## src/rtl/inst_fetch_if.sv

```systemverilog
// Fetch-stage bundle: decode-side stall/redirect inputs, instruction ROM port and IF/ID output.
// The if_adel_o signal exists only when IMEM_ALIGN_CHECK_EN is defined.
interface inst_fetch_if;
  logic        stall_i;
  logic [32:0] id_jump_i;     // {en, addr[31:0]}
  logic        imem_ce_o;
  logic [31:0] imem_addr_o;
  logic [31:0] imem_rdata_i;
  logic [63:0] if_inst_o;     // {addr[31:0], data[31:0]}
  logic        if_valid_o;
`ifdef IMEM_ALIGN_CHECK_EN
  logic        if_adel_o;
`endif

  modport master (
    input  stall_i, id_jump_i, imem_rdata_i,
    output imem_ce_o, imem_addr_o, if_inst_o, if_valid_o
`ifdef IMEM_ALIGN_CHECK_EN
    , output if_adel_o
`endif
  );

  modport slave (
    output stall_i, id_jump_i, imem_rdata_i,
    input  imem_ce_o, imem_addr_o, if_inst_o, if_valid_o
`ifdef IMEM_ALIGN_CHECK_EN
    , input if_adel_o
`endif
  );
endinterface

```

## src/rtl/inst_fetch.sv

```systemverilog
// Instruction fetch: owns the PC, drives a 1-cycle synchronous ROM, applies decode redirects
// and freezes its output across stalls. IMEM_ALIGN_CHECK_EN adds misaligned-fetch flagging.
module inst_fetch #(
  parameter logic [31:0] RESET_PC = 32'h0000_0000,
  parameter logic [31:0] PC_STEP  = 32'h0000_0004
) (
  input  logic         clk,
  input  logic         rst,
  inst_fetch_if.master bus
);
  typedef enum logic [1:0] {BOOT, RUN, HOLD} state_e;

  state_e      state_q, state_d;
  logic [31:0] pc_q, pc_d;
  logic [31:0] req_addr_q, req_addr_d;
  logic        req_vld_q, req_vld_d;
  logic [63:0] hold_q, hold_d;
  logic        hold_vld_q, hold_vld_d;

  logic        take_jump;
  logic        issue;
  logic        misalign;
  logic [31:0] fetch_addr;
  logic [31:0] run_data;
  logic [63:0] run_inst;

  logic        ce_o, valid_o, adel_o;
  logic [31:0] addr_o;
  logic [63:0] inst_o;

`ifdef IMEM_ALIGN_CHECK_EN
  logic req_adel_q, req_adel_d;
  logic hold_adel_q, hold_adel_d;
  assign misalign = |fetch_addr[1:0];
`else
  logic req_adel_q, hold_adel_q;
  assign misalign    = 1'b0;
  assign req_adel_q  = 1'b0;
  assign hold_adel_q = 1'b0;
`endif

  // Redirects are only honoured on cycles that actually issue a request.
  assign take_jump  = bus.id_jump_i[32] & ~bus.stall_i;
  assign fetch_addr = take_jump ? bus.id_jump_i[31:0] : pc_q;
  assign issue      = ~bus.stall_i;

  // A flagged misaligned fetch emerges as a NOP with its address preserved.
  assign run_data = (req_vld_q & ~req_adel_q) ? bus.imem_rdata_i : 32'h0;
  assign run_inst = {req_addr_q, run_data};

  always_ff @(posedge clk) begin
    if (rst) begin
      state_q    <= BOOT;
      pc_q       <= RESET_PC;
      req_addr_q <= 32'h0;
      req_vld_q  <= 1'b0;
      hold_q     <= 64'h0;
      hold_vld_q <= 1'b0;
`ifdef IMEM_ALIGN_CHECK_EN
      req_adel_q  <= 1'b0;
      hold_adel_q <= 1'b0;
`endif
    end else begin
      state_q    <= state_d;
      pc_q       <= pc_d;
      req_addr_q <= req_addr_d;
      req_vld_q  <= req_vld_d;
      hold_q     <= hold_d;
      hold_vld_q <= hold_vld_d;
`ifdef IMEM_ALIGN_CHECK_EN
      req_adel_q  <= req_adel_d;
      hold_adel_q <= hold_adel_d;
`endif
    end
  end

  always_comb begin
    state_d    = state_q;
    pc_d       = pc_q;
    req_addr_d = req_addr_q;
    req_vld_d  = req_vld_q;
    hold_d     = hold_q;
    hold_vld_d = hold_vld_q;
`ifdef IMEM_ALIGN_CHECK_EN
    req_adel_d  = req_adel_q;
    hold_adel_d = hold_adel_q;
`endif
    if (issue) begin
      pc_d       = fetch_addr + PC_STEP;
      req_addr_d = fetch_addr;
      req_vld_d  = 1'b1;
`ifdef IMEM_ALIGN_CHECK_EN
      req_adel_d = misalign;
`endif
    end
    case (state_q)
      BOOT: if (issue) state_d = RUN;
      RUN: begin
        if (!issue) begin
          state_d    = HOLD;
          hold_d     = run_inst;
          hold_vld_d = req_vld_q;
`ifdef IMEM_ALIGN_CHECK_EN
          hold_adel_d = req_adel_q;
`endif
        end
      end
      HOLD: if (issue) state_d = RUN;
      default: state_d = BOOT;
    endcase
  end

  always_comb begin
    ce_o    = 1'b0;
    addr_o  = 32'h0;
    inst_o  = 64'h0;
    valid_o = 1'b0;
    adel_o  = 1'b0;
    if (!rst) begin
      if (issue && !misalign) begin
        ce_o   = 1'b1;
        addr_o = fetch_addr;
      end
      case (state_q)
        RUN: begin
          inst_o  = run_inst;
          valid_o = req_vld_q;
          adel_o  = req_adel_q;
        end
        HOLD: begin
          inst_o  = hold_q;
          valid_o = hold_vld_q;
          adel_o  = hold_adel_q;
        end
        default: ;
      endcase
    end
  end

  assign bus.imem_ce_o   = ce_o;
  assign bus.imem_addr_o = addr_o;
  assign bus.if_inst_o   = inst_o;
  assign bus.if_valid_o  = valid_o;
`ifdef IMEM_ALIGN_CHECK_EN
  assign bus.if_adel_o   = adel_o;
`else
  logic unused_adel;
  assign unused_adel = adel_o;
`endif
endmodule
```

## src/flat_wrapper.sv

```systemverilog
// flat-port wrapper written by rule: the top's interface ports become plain ports
module inst_fetch_flat 
#(
  parameter logic [31:0] RESET_PC = 32'h0000_0000,
  parameter logic [31:0] PC_STEP  = 32'h0000_0004
)
  (clk, rst, bus_stall_i, bus_id_jump_i, bus_imem_rdata_i, bus_imem_ce_o, bus_imem_addr_o, bus_if_inst_o, bus_if_valid_o);
  inst_fetch_if bus_i ();
  input  logic clk;
  input  logic rst;
  input wire logic [$bits(bus_i.stall_i)-1:0] bus_stall_i;
  input wire logic [$bits(bus_i.id_jump_i)-1:0] bus_id_jump_i;
  input wire logic [$bits(bus_i.imem_rdata_i)-1:0] bus_imem_rdata_i;
  output wire logic [$bits(bus_i.imem_ce_o)-1:0] bus_imem_ce_o;
  output wire logic [$bits(bus_i.imem_addr_o)-1:0] bus_imem_addr_o;
  output wire logic [$bits(bus_i.if_inst_o)-1:0] bus_if_inst_o;
  output wire logic [$bits(bus_i.if_valid_o)-1:0] bus_if_valid_o;
  assign bus_i.stall_i = bus_stall_i;
  assign bus_i.id_jump_i = bus_id_jump_i;
  assign bus_i.imem_rdata_i = bus_imem_rdata_i;
  assign bus_imem_ce_o = bus_i.imem_ce_o;
  assign bus_imem_addr_o = bus_i.imem_addr_o;
  assign bus_if_inst_o = bus_i.if_inst_o;
  assign bus_if_valid_o = bus_i.if_valid_o;
  inst_fetch #(.RESET_PC(RESET_PC), .PC_STEP(PC_STEP)) u_core (.clk(clk), .rst(rst), .bus(bus_i));
endmodule
```

## config.mk

```make
export PLATFORM = sky130hd
export DESIGN_NAME = inst_fetch_flat
export DESIGN_NICKNAME = d
export VERILOG_FILES = /design/src/rtl/inst_fetch_if.sv /design/src/rtl/inst_fetch.sv /design/src/flat_wrapper.sv
export SDC_FILE = /design/constraint.sdc
export NUM_CORES = 1
export LEC_CHECK = 0
export BUFFER_PORTS_ARGS = -buffer_cell sky130_fd_sc_hd__buf_2
export CORE_AREA = 2 2 112 136
export DETAILED_ROUTE_END_ITERATION = 8
export DIE_AREA = 0 0 114 138
export PLACE_DENSITY = 0.78
export SLEW_MARGIN = 30
export SYNTH_ARGS = -nofsm -noshare
export SYNTH_HDL_FRONTEND = slang
export SYNTH_SLANG_ARGS = --single-unit
```

## constraint.sdc

```tcl
create_clock -name clk -period 10 [get_ports clk]
set_input_delay 1 -clock clk [delete_from_list [all_inputs] [get_ports clk]]
set_output_delay 1 -clock clk [all_outputs]
set_load 0.02 [all_outputs]
```

==> out/results.ini <==
[clock_tree]
cts_htree_levels=4
clkLatencyLatePin_ns=0.41
ctsResizeCount=0
postCtsSetupBuffers=0
clkTransAtPathRegs_ns=0.05
cts_tree=done
cts_max_path_buffers=2
clock_sinks=130
postCtsHoldBufs=0
cts-root-buf=clkbuf_16
cts_buffers=17

[drt]
routed_via_density=5.808
drtIter0Drc=802
vias=7399
drcViolationCount=0
routed_wirelength_um=20710
first_pass_iters=5
wl_per_cell_um=16.25
ant_nets=0

[timing]
slew-limit-headroom=0.4022
post-route-min-period_ns=4.540
hold_violations=0
fin_crit_sh=0.4540
rsz0062_at_grt=no
fmax_mhz=220.3
finalMaxSlewViolations=0
hold_ws_ns=0.4474
fin_skew_ns=0.006157
setup_violations=0
setup_tns_ns=0
tightestPinTransition_ns=0.8968

[die]
placementRows=49
core_area_um2=14590
die_y_um=138
initial_core_util=0.4849
dieArea_um2=15730
die-width_um=114
ioPinCount=166

[grt]
grt_pass1_vias=6380
track_usage=0.2526
grt_pass1_wl_um=32600
grt-ovfl-total=0
grt_max_degree=86
antenna_found_initial=0

[logic_synthesis]
synth_top_flop_cell=dfxtp_1
syn-num-nets=1045
synth.distinct_cells=62
netlist_instances=973
ys_warn_count=0
synth.yosys.seq_area_share=0.3678
async_flop_share=0
ys_seq_elements=130
syn_area_um2=7076
synth.avg_cell_area_um2=7.272
synth_edf_count=0

[power]
p_leak_nw=3.465
ir_worst_vdd_v=0.00008348
powerDensity_nw_per_um2=163.4
power_mw=1.396

[setup_path]
path_max_fanout=70
cp-end-kind=primary output
crit_path_cell_trace=buf_2, buf_4, inv_1, nand2_1, buf_4, clkinv_1, and2_1, buf_2
critPathSlowestCell=inv_1
path_class=input port to primary output
start_kind=input port
worst-endpoint-arrival_ns=3.54
critPathMaxStageDelay_ns=0.59
worst_ep_required_time_ns=9.00

[cells_and_area]
final_cells=1274
fin_nets=1155
final_layout_size_suffix_gt1_frac=0.2108
syn_to_final_growth_pct=20.74
antenna_cells=0

[placed_design]
dpl.cell_count=1242
place_congestion=0.9300
portBuffers=165
dp_hpwl_um=13530

[job]
maxCapViolations=0

[outcome]
status=finished, final reports clean

[worst_hold_path]
hold_path_class=flop to flop

[routing by layer]
metal / track usage / vias to the layer above / share of wire
li1: - / 3610 / -
met1: 0.3492 / 3464 / 0.44
met2: 0.4004 / 293 / 0.48
met3: 0.04603 / 32 / 0.063
met4: 0.07831 / 0 / 0.018
met5: 0 / - / 0
[power breakdown]
part	switching [mW]	leakage, nW	internal [mW]	total (mW)
registers	0.0143	1.06	0.535	0.549
logic	0.115	2.10	0.0516	0.166
clock network	0.232	0.309	0.449	0.681
[cells in the final DEF, fill, tap and decap left out, types with 4 or more instances in the layout]
| cell type | n |
|---|---|
| clkbuf_16 | 17 |
| buf_4 | 13 |
| inv_1 | 13 |
| nand2_1 | 180 |
| and2_1 | 6 |
| and3_1 | 11 |
| nand3_1 | 44 |
| nor2b_1 | 4 |
| nor3_1 | 8 |
| nor2_1 | 134 |
| a22oi_1 | 68 |
| o21ai_0 | 33 |
| a21o_1 | 14 |
| xor2_1 | 6 |
| nor4_1 | 6 |
| buf_2 | 164 |
| mux2i_1 | 39 |
| a21oi_1 | 116 |
| nand4b_1 | 4 |
| dfxtp_1 | 130 |
| bufinv_16 | 5 |
| nand4_1 | 4 |
[cell families (layout without fill, tap and decap cells)]
group                      Yosys count  in the layout  share of synthesized area
xor gates and xnor gates             6              6                   0.007427
DFF                                130            130                     0.3678
buffers and inverters              101            224                    0.05659
adders and majority gates            4              4                   0.007074
and+or+nand+nor                    426            426                     0.2651
AOI/OAI and AO/OA                  262            262                     0.2320
muxes                               44             44                    0.06401
[cells in the mapped netlist, types with 6 or more instances]
cell / n / area [um2]
and2_1: 7 / 43.79
a22oi_1: 68 / 510.5
inv_1: 13 / 48.80
nor2_1: 135 / 506.7
xor2_1: 6 / 52.55
and3_1: 11 / 68.82
nand3_1: 44 / 220.2
dfxtp_1: 130 / 2603
buf_1: 12 / 45.04
nor4_1: 6 / 37.54
a21oi_1: 116 / 580.6
nor3_1: 8 / 40.04
mux2i_1: 39 / 390.4
nand2_1: 182 / 683.2
a21o_1: 14 / 105.1
clkbuf_1: 67 / 251.5
o21ai_0: 33 / 165.2
[sequential cells by signal (all words and copies together) (netlist names)]
register	cells
u_core.state_q	2
u_core.hold_vld_q	1
u_core.req_vld_q	1
u_core.req_addr_q	32
u_core.hold_q	64
u_core.pc_q	30
[path summary, 6_finish.rpt]
check                   start                  to  slack, ns  cells after the start
min reg2reg  u_core.hold_q[5]    u_core.hold_q[5]       0.45                      2
min          u_core.hold_q[5]    u_core.hold_q[5]       0.45                      2
max reg2reg    u_core.pc_q[4]     u_core.pc_q[31]       7.50                      6
max               bus_stall_i  bus_imem_addr_o[2]       5.46                      8
[cell type report]
| type | instances | area (um2) |
|---|---|---|
| Fill cell | 1364 | 6048 |
| Multi-Input combinational cell | 742 | 4091 |
| Inverter | 15 | 56.30 |
| Sequential cell | 130 | 2603 |
| Timing Repair Buffer | 177 | 918.4 |
| Tap cell | 178 | 222.7 |
| Clock inverter | 13 | 209.0 |
| Clock buffer | 19 | 442.9 |
[through the flow]
step,utilization,cell area (um2),setup slack (ns)
floorplan,-,7076,5.910
global placement,0.5406,7889,5.589
detailed placement,0.5408,7891,5.580
CTS,0.5855,8543,5.564
global route,0.5855,8543,5.276
finish,0.5855,8543,5.460
[critical path: cells and delay by family]
kind                   cells  cell delay (ns)
buffers and inverters      6             2.01
and+or+nand+nor            2             0.44
No activity file was read; power rests on OpenSTA's default activity.
